$ cat src/rtl/screen_sequencer_if.sv
// Signal bundle between the SkyHop screen sequencer and the VGA/game pipeline.
interface screen_sequencer_if;
  logic       vblnk;
  logic       start_btn;
  logic       player_dead;
  logic       start_en;
  logic       countdown_en;
  logic       game_en;
  logic       over_en;
  logic       game_rst;
  logic [1:0] countdown_val;
  logic [1:0] state;

  modport slave (
    input  vblnk, start_btn, player_dead,
    output start_en, countdown_en, game_en, over_en, game_rst, countdown_val, state
  );

  modport master (
    output vblnk, start_btn, player_dead,
    input  start_en, countdown_en, game_en, over_en, game_rst, countdown_val, state
  );
endinterface

$ cat src/rtl/screen_sequencer.sv
// SkyHop game-flow controller: START -> COUNTDOWN -> GAME -> OVER, switching only on frame ticks.
module screen_sequencer #(
  parameter int DIGIT_FRAMES     = 60,
  parameter int OVER_HOLD_FRAMES = 120
) (
  input  logic               clk,
  input  logic               rst,
  screen_sequencer_if.slave  bus
);
  localparam int FW = $clog2(DIGIT_FRAMES) + 1;
  localparam int HW = $clog2(OVER_HOLD_FRAMES) + 1;
  localparam logic [FW-1:0] FRAME_LOAD = FW'(DIGIT_FRAMES - 1);
  localparam logic [FW-1:0] FRAME_ONE  = FW'(1);
  localparam logic [FW-1:0] FRAME_ZERO = FW'(0);
  localparam logic [HW-1:0] HOLD_LOAD  = HW'(OVER_HOLD_FRAMES - 1);
  localparam logic [HW-1:0] HOLD_ONE   = HW'(1);
  localparam logic [HW-1:0] HOLD_ZERO  = HW'(0);

  typedef enum logic [1:0] {
    ST_START     = 2'b00,
    ST_COUNTDOWN = 2'b01,
    ST_GAME      = 2'b10,
    ST_OVER      = 2'b11
  } state_t;

  state_t        state_r, state_s;
  logic [1:0]    digit_r, digit_s;
  logic [FW-1:0] frame_cnt_r, frame_cnt_s;
  logic [HW-1:0] hold_cnt_r, hold_cnt_s;
  logic          press_pending_r, press_pending_s;
  logic          dead_pending_r, dead_pending_s;
  logic          game_rst_s;
  logic          vblnk_d_r, btn_meta_r, btn_sync_r, btn_prev_r;
  logic          start_en_r, countdown_en_r, game_en_r, over_en_r, game_rst_r;
  logic [1:0]    countdown_val_r;
  logic          tick_s, press_s, press_seen_s, dead_seen_s;

  assign tick_s       = bus.vblnk & ~vblnk_d_r;
  assign press_s      = btn_sync_r & ~btn_prev_r;
  // A press or death arriving in the tick cycle itself still counts for that tick.
  assign press_seen_s = press_pending_r | press_s;
  assign dead_seen_s  = dead_pending_r | bus.player_dead;

  // Frame-edge register and button synchroniser with edge history.
  always_ff @(posedge clk or negedge rst) begin
    if (!rst) begin
      vblnk_d_r  <= 1'b0;
      btn_meta_r <= 1'b0;
      btn_sync_r <= 1'b0;
      btn_prev_r <= 1'b0;
    end else begin
      vblnk_d_r  <= bus.vblnk;
      btn_meta_r <= bus.start_btn;
      btn_sync_r <= btn_meta_r;
      btn_prev_r <= btn_sync_r;
    end
  end

  // Next-state, counter and pending-flag logic.
  always_comb begin
    state_s     = state_r;
    digit_s     = digit_r;
    frame_cnt_s = frame_cnt_r;
    hold_cnt_s  = hold_cnt_r;
    game_rst_s  = 1'b0;
    if (tick_s) begin
      press_pending_s = 1'b0;
      case (state_r)
        ST_START: begin
          if (press_seen_s) begin
            state_s     = ST_COUNTDOWN;
            digit_s     = 2'd3;
            frame_cnt_s = FRAME_LOAD;
            game_rst_s  = 1'b1;
          end else begin
            state_s = ST_START;
          end
        end
        ST_COUNTDOWN: begin
          if (frame_cnt_r != FRAME_ZERO) begin
            frame_cnt_s = frame_cnt_r - FRAME_ONE;
          end else if (digit_r > 2'd1) begin
            digit_s     = digit_r - 2'd1;
            frame_cnt_s = FRAME_LOAD;
          end else begin
            state_s = ST_GAME;
          end
        end
        ST_GAME: begin
          if (dead_seen_s) begin
            state_s    = ST_OVER;
            hold_cnt_s = HOLD_LOAD;
          end else begin
            state_s = ST_GAME;
          end
        end
        ST_OVER: begin
          if (hold_cnt_r != HOLD_ZERO) begin
            hold_cnt_s = hold_cnt_r - HOLD_ONE;
          end else if (press_seen_s) begin
            state_s = ST_START;
          end else begin
            state_s = ST_OVER;
          end
        end
        default: state_s = ST_START;
      endcase
    end else begin
      press_pending_s = press_seen_s;
    end
    if ((state_r == ST_GAME) && (state_s == ST_GAME)) begin
      dead_pending_s = dead_seen_s;
    end else begin
      dead_pending_s = 1'b0;
    end
  end

  // State, counters and registered overlay outputs.
  always_ff @(posedge clk or negedge rst) begin
    if (!rst) begin
      state_r         <= ST_START;
      digit_r         <= 2'd0;
      frame_cnt_r     <= FRAME_ZERO;
      hold_cnt_r      <= HOLD_ZERO;
      press_pending_r <= 1'b0;
      dead_pending_r  <= 1'b0;
      start_en_r      <= 1'b1;
      countdown_en_r  <= 1'b0;
      game_en_r       <= 1'b0;
      over_en_r       <= 1'b0;
      game_rst_r      <= 1'b0;
      countdown_val_r <= 2'd0;
    end else begin
      state_r         <= state_s;
      digit_r         <= digit_s;
      frame_cnt_r     <= frame_cnt_s;
      hold_cnt_r      <= hold_cnt_s;
      press_pending_r <= press_pending_s;
      dead_pending_r  <= dead_pending_s;
      start_en_r      <= (state_s == ST_START);
      countdown_en_r  <= (state_s == ST_COUNTDOWN);
      game_en_r       <= (state_s == ST_GAME);
      over_en_r       <= (state_s == ST_OVER);
      game_rst_r      <= game_rst_s;
      countdown_val_r <= (state_s == ST_COUNTDOWN) ? digit_s : 2'd0;
    end
  end

  assign bus.start_en      = start_en_r;
  assign bus.countdown_en  = countdown_en_r;
  assign bus.game_en       = game_en_r;
  assign bus.over_en       = over_en_r;
  assign bus.game_rst      = game_rst_r;
  assign bus.countdown_val = countdown_val_r;
  assign bus.state         = state_r;
endmodule
$ cat src/flat_wrapper.sv
// flat-port wrapper written by rule: the top's interface ports become plain ports
module screen_sequencer_flat 
#(
  parameter int DIGIT_FRAMES     = 60,
  parameter int OVER_HOLD_FRAMES = 120
)
  (clk, rst, bus_vblnk, bus_start_btn, bus_player_dead, bus_start_en, bus_countdown_en, bus_game_en, bus_over_en, bus_game_rst, bus_countdown_val, bus_state);
  screen_sequencer_if bus_i ();
  input  logic clk;
  input  logic rst;
  input wire logic [$bits(bus_i.vblnk)-1:0] bus_vblnk;
  input wire logic [$bits(bus_i.start_btn)-1:0] bus_start_btn;
  input wire logic [$bits(bus_i.player_dead)-1:0] bus_player_dead;
  output wire logic [$bits(bus_i.start_en)-1:0] bus_start_en;
  output wire logic [$bits(bus_i.countdown_en)-1:0] bus_countdown_en;
  output wire logic [$bits(bus_i.game_en)-1:0] bus_game_en;
  output wire logic [$bits(bus_i.over_en)-1:0] bus_over_en;
  output wire logic [$bits(bus_i.game_rst)-1:0] bus_game_rst;
  output wire logic [$bits(bus_i.countdown_val)-1:0] bus_countdown_val;
  output wire logic [$bits(bus_i.state)-1:0] bus_state;
  assign bus_i.vblnk = bus_vblnk;
  assign bus_i.start_btn = bus_start_btn;
  assign bus_i.player_dead = bus_player_dead;
  assign bus_start_en = bus_i.start_en;
  assign bus_countdown_en = bus_i.countdown_en;
  assign bus_game_en = bus_i.game_en;
  assign bus_over_en = bus_i.over_en;
  assign bus_game_rst = bus_i.game_rst;
  assign bus_countdown_val = bus_i.countdown_val;
  assign bus_state = bus_i.state;
  screen_sequencer #(.DIGIT_FRAMES(DIGIT_FRAMES), .OVER_HOLD_FRAMES(OVER_HOLD_FRAMES)) u_core (.clk(clk), .rst(rst), .bus(bus_i));
endmodule
$ cat config.mk
export PLATFORM = sky130hd
export DESIGN_NAME = screen_sequencer_flat
export DESIGN_NICKNAME = d
export VERILOG_FILES = /design/src/rtl/screen_sequencer_if.sv /design/src/rtl/screen_sequencer.sv /design/src/flat_wrapper.sv
export SDC_FILE = /design/constraint.sdc
export NUM_CORES = 1
export LEC_CHECK = 0
export BUFFER_PORTS_ARGS = -buffer_cell sky130_fd_sc_hd__buf_4
export CORE_ASPECT_RATIO = 0.8
export CORE_MARGIN = 2
export CORE_UTILIZATION = 50
export CTS_CLUSTER_DIAMETER = 200
export CTS_CLUSTER_SIZE = 16
export DETAILED_ROUTE_END_ITERATION = 8
export GPL_TIMING_DRIVEN = 0
export HOLD_SLACK_MARGIN = 0.03
export PLACE_DENSITY = 0.69
export SYNTH_ARGS = -nofsm -noshare
export SYNTH_HDL_FRONTEND = slang
export SYNTH_SLANG_ARGS = --single-unit
$ cat constraint.sdc
create_clock -name clk -period 2.09 [get_ports clk]
set_input_delay 0.209 -clock clk [delete_from_list [all_inputs] [get_ports clk]]
set_output_delay 0.209 -clock clk [all_outputs]
set_load 0.01 [all_outputs]
==> results_dict.tcl <==
set metrics [dict create \
    hold_end "u_core.vblnk_d_r" \
    chipHeight_microns 54.5 \
    synthArstFlopShare_pct 100 \
    fillers 268 \
    power_frac_clock_pct 36.1 \
    synth_area_leaders "dfrtp_1, ha_1, nor2_1, nand2_1, o21ai_0" \
    crit_type "register to register" \
    maxSlewHeadroom_pct 67.6 \
    fmax_mhz 504 \
    synth-simple-area-share_pct 21.9 \
    cpPeakStageDelay_ns 0.42 \
    power.density_mw_per_mm2 811 \
    gp_congestion 0.914 \
    grt.total_usage_pct 19.9 \
    rrSetupSlack_ns 0.10 \
    final_area_sq_mm 0.00193 \
    die_area_sq_mm 0.00366 \
    critPathBufInv 2 \
    total_power_w 0.00157 \
    drc 0 \
    switching_share_pct 27.3 \
    regToRegStartpoint "u_core.frame_cnt_r[0]" \
    antenna_found_initial 0 \
    setup_viol_count_final 0 \
    period_needed_ns 1.99 \
    final_nets 190 \
    grt_overflow_total 0 \
    r2r_end "u_core.bus.countdown_val[1]" \
    synth_top_flop_cell "dfrtp_1" \
    netlist-cell-type-count 47 \
    syn_inst 152 \
    p_comb_share_pct 14.7 \
    grt_max_degree 33 \
    clk_pin_slew_ns 0.06 \
    yosys_warnings 0 \
    dr.pass1.iters 5 \
    synth_compound_area_share_pct 17.5 \
    htreeDepth 2 \
    peakVddDrop_v 0.000617 \
    portBuffers 13 \
    hold_class "primary input to register" \
    wl_mm 3.20 \
    crit_path_end_kind "register" \
    p_seq_share_pct 49.2 \
    synth_top_family_by_area "simple AND/OR/NAND/NOR gates" \
    finalMaxSlewViolations 0 \
    via_count 1236 \
    finalHoldViolations 0 \
    fin_crit_sh_pct 95.0 \
    postRouteAntennaNets 0 \
    post-route-util_pct 63.2 \
    synth_top_area_share_pct 48.6 \
    reg2reg_depth 8 \
    core_sq_mm 0.00306 \
    drive_gt1_share_pct 22.2 \
    synth_most_common_cell "dfrtp_1" \
    cts_made_buffers 5 \
    syn_area_sq_mm 0.00160 \
    crit_arrival_ns 2.13 \
    ys_seq_elements 32 \
    worstSkewPairLatency_ns 0.28 \
    synthXorXnorAreaFrac_pct 2.75 \
    synth_common_cells "dfrtp_1, nor2_1, nand2_1, inv_1, o21ai_0" \
    dpl_cell_area_sq_mm 0.00174 \
    ioPinCount 14 \
    initial_core_util_pct 52.1 \
    tightest_slew_ns 0.486 \
    yosys.area.top_type "dfrtp_1" \
    yosysSeqAreaShare_pct 50.3 \
    clk_path_buf_depth 2 \
    synth_fa_ha_area_share_pct 4.71 \
    power.internal_w 0.00114 \
    skew_ns 0.00737 \
    slowest_stage "dfrtp_1" \
    worstPathCellList "inv_1 > ha_1 > nor4b_4 > nand2_2 > o21a_1 > o32ai_4 > buf_4 > nor3b_1" \
    max_cap_violations 0 \
    cts_tree "built" \
    synth_edf_count 0 \
    grt_pass1_vias 1134 \
    area_delta_synth_final_pct 21.3 \
    worstSetupStartpointType "register" \
    dieWidth_microns 67.2 \
    critPathRequiredTime_ns 2.23 \
    path_max_fanout 7 \
    wl_per_cell_microns 14.6 \
    n_antenna_cell 0 \
    root_buffer "clkbuf_8" \
    min_path_cells 1 \
    dp_hpwl_mm 2.23 \
    synthMuxAreaShare_pct 0 \
    cts_sinks 32 \
    drt_iter0_markers 93 \
    hold_slack_ns 0.0509 \
    core.rowCount 18 \
    crit_family "compound AO/OA/AOI/OAI gates" \
    routed_via_density 5.62 \
    syn_avg_cell_area_sq_um 10.5 \
    p_leak_nw 0.875 \
    switchingPower_w 0.000428 \
    syn_nets 163 \
    status "finished, final reports clean" \
    min_from "bus_vblnk" \
    grt_pass1_wl_mm 5.20 \
]
routing by layer:
metal | part of all wire, % | wire length (microns) | up-vias | global-route usage [%]
li1 | - | - | 602 | -
met1 | 50 | 1590 | 597 | 27.9
met2 | 44 | 1420 | 33 | 28.4
met3 | 5.1 | 162 | 4 | 6.17
met4 | 0.81 | 26 | 0 | 8.84
met5 | 0 | 0 | - | 0
timing repair:
action                                  in CTS  in global routing
hold buffers                                 2                  0
endpoints found under the setup margin       1                  8
pin swaps                                    1                  2
gates resized for setup                      0                  6
buffers inserted                             0                  5
hold endpoints to repair                    32                  0
cell families after synthesis:
group                    count (synthesis)
flip-flops                              32
buffers and inverters                   12
XOR/XNOR                                 5
AND/OR/NAND/NOR                         64
adder cells (fa/ha/maj)                  6
AO/OA/AOI/OAI                           33
metrics by stage:
stage / worst slack (ns) / std cells / setup TNS, ns
finish: 0.104 / 220 / 0
global route: -0.00206 / 220 / -0.00206
CTS: 0.0454 / 215 / 0
detailed placement: 0.00973 / 205 / 0
global placement: 0.149 / 205 / 0
floorplan: 0.265 / 152 / 0
power by group through the flow:
stage	sequential [W]	clock, W	combinational (W)
2_1_floorplan	0.000753	0	0.000161
3_3_place_gp	0.000768	0	0.000205
3_5_place_dp	0.000774	0	0.000218
4_1_cts	0.000765	0.000577	0.000224
5_1_grt	0.000779	0.000598	0.000259
6_report	0.000772	0.000567	0.000231
sequential cells by signal, summed over array words and instances (netlist names):
register                  cells
u_core.hold_cnt_r             8
u_core.btn_prev_r             1
u_core.bus.over_en            1
u_core.bus.game_en            1
u_core.vblnk_d_r              1
u_core.bus.start_en           1
u_core.frame_cnt_r            7
u_core.digit_r                2
u_core.dead_pending_r         1
u_core.btn_meta_r             1
u_core.bus.countdown_en       1
u_core.bus.game_rst           1
u_core.bus.state              2
u_core.press_pending_r        1
u_core.bus.countdown_val      2
u_core.btn_sync_r             1
how the worst max path moves through the flow:
| stage | start | end | slack, ns | depth (start not counted) |
|---|---|---|---|---|
| final | u_core.frame_cnt_r[0] | u_core.bus.countdown_val[1] | 0.10 | 8 |
| after global routing | u_core.frame_cnt_r[0] | u_core.bus.countdown_val[1] | -0.002 | 8 |
| after global placement | u_core.frame_cnt_r[0] | u_core.bus.start_en | 0.15 | 7 |
| after detailed placement | u_core.frame_cnt_r[0] | u_core.bus.start_en | 0.01 | 7 |
| after floorplan | u_core.hold_cnt_r[3] | u_core.bus.countdown_val[0] | 0.26 | 4 |
| after CTS | u_core.frame_cnt_r[0] | u_core.bus.start_en | 0.05 | 7 |
cell type report:
class / count / area (sq um) / share of cell area [%]
flip-flops and latches: 32 / 802 / 41.5
multi-input cells: 108 / 772 / 39.9
repair buffers: 20 / 155 / 8.02
clock buffers: 6 / 72.6 / 3.75
well taps: 40 / 50.0 / 2.59
clock inverters: 2 / 35.0 / 1.81
inverters: 8 / 30.0 / 1.55
plain buffers: 4 / 17.5 / 0.906
placed cells by master, fill, tap and decap left out, types with 4 or more instances in the layout:
cell,count
nand3_1,5
buf_4,18
o21ai_0,7
dfrtp_1,31
clkbuf_8,5
ha_1,6
nor2_1,18
inv_1,7
a21oi_1,6
nand2_1,12
xor2_1,4
No activity file was read; power rests on OpenSTA's default activity.
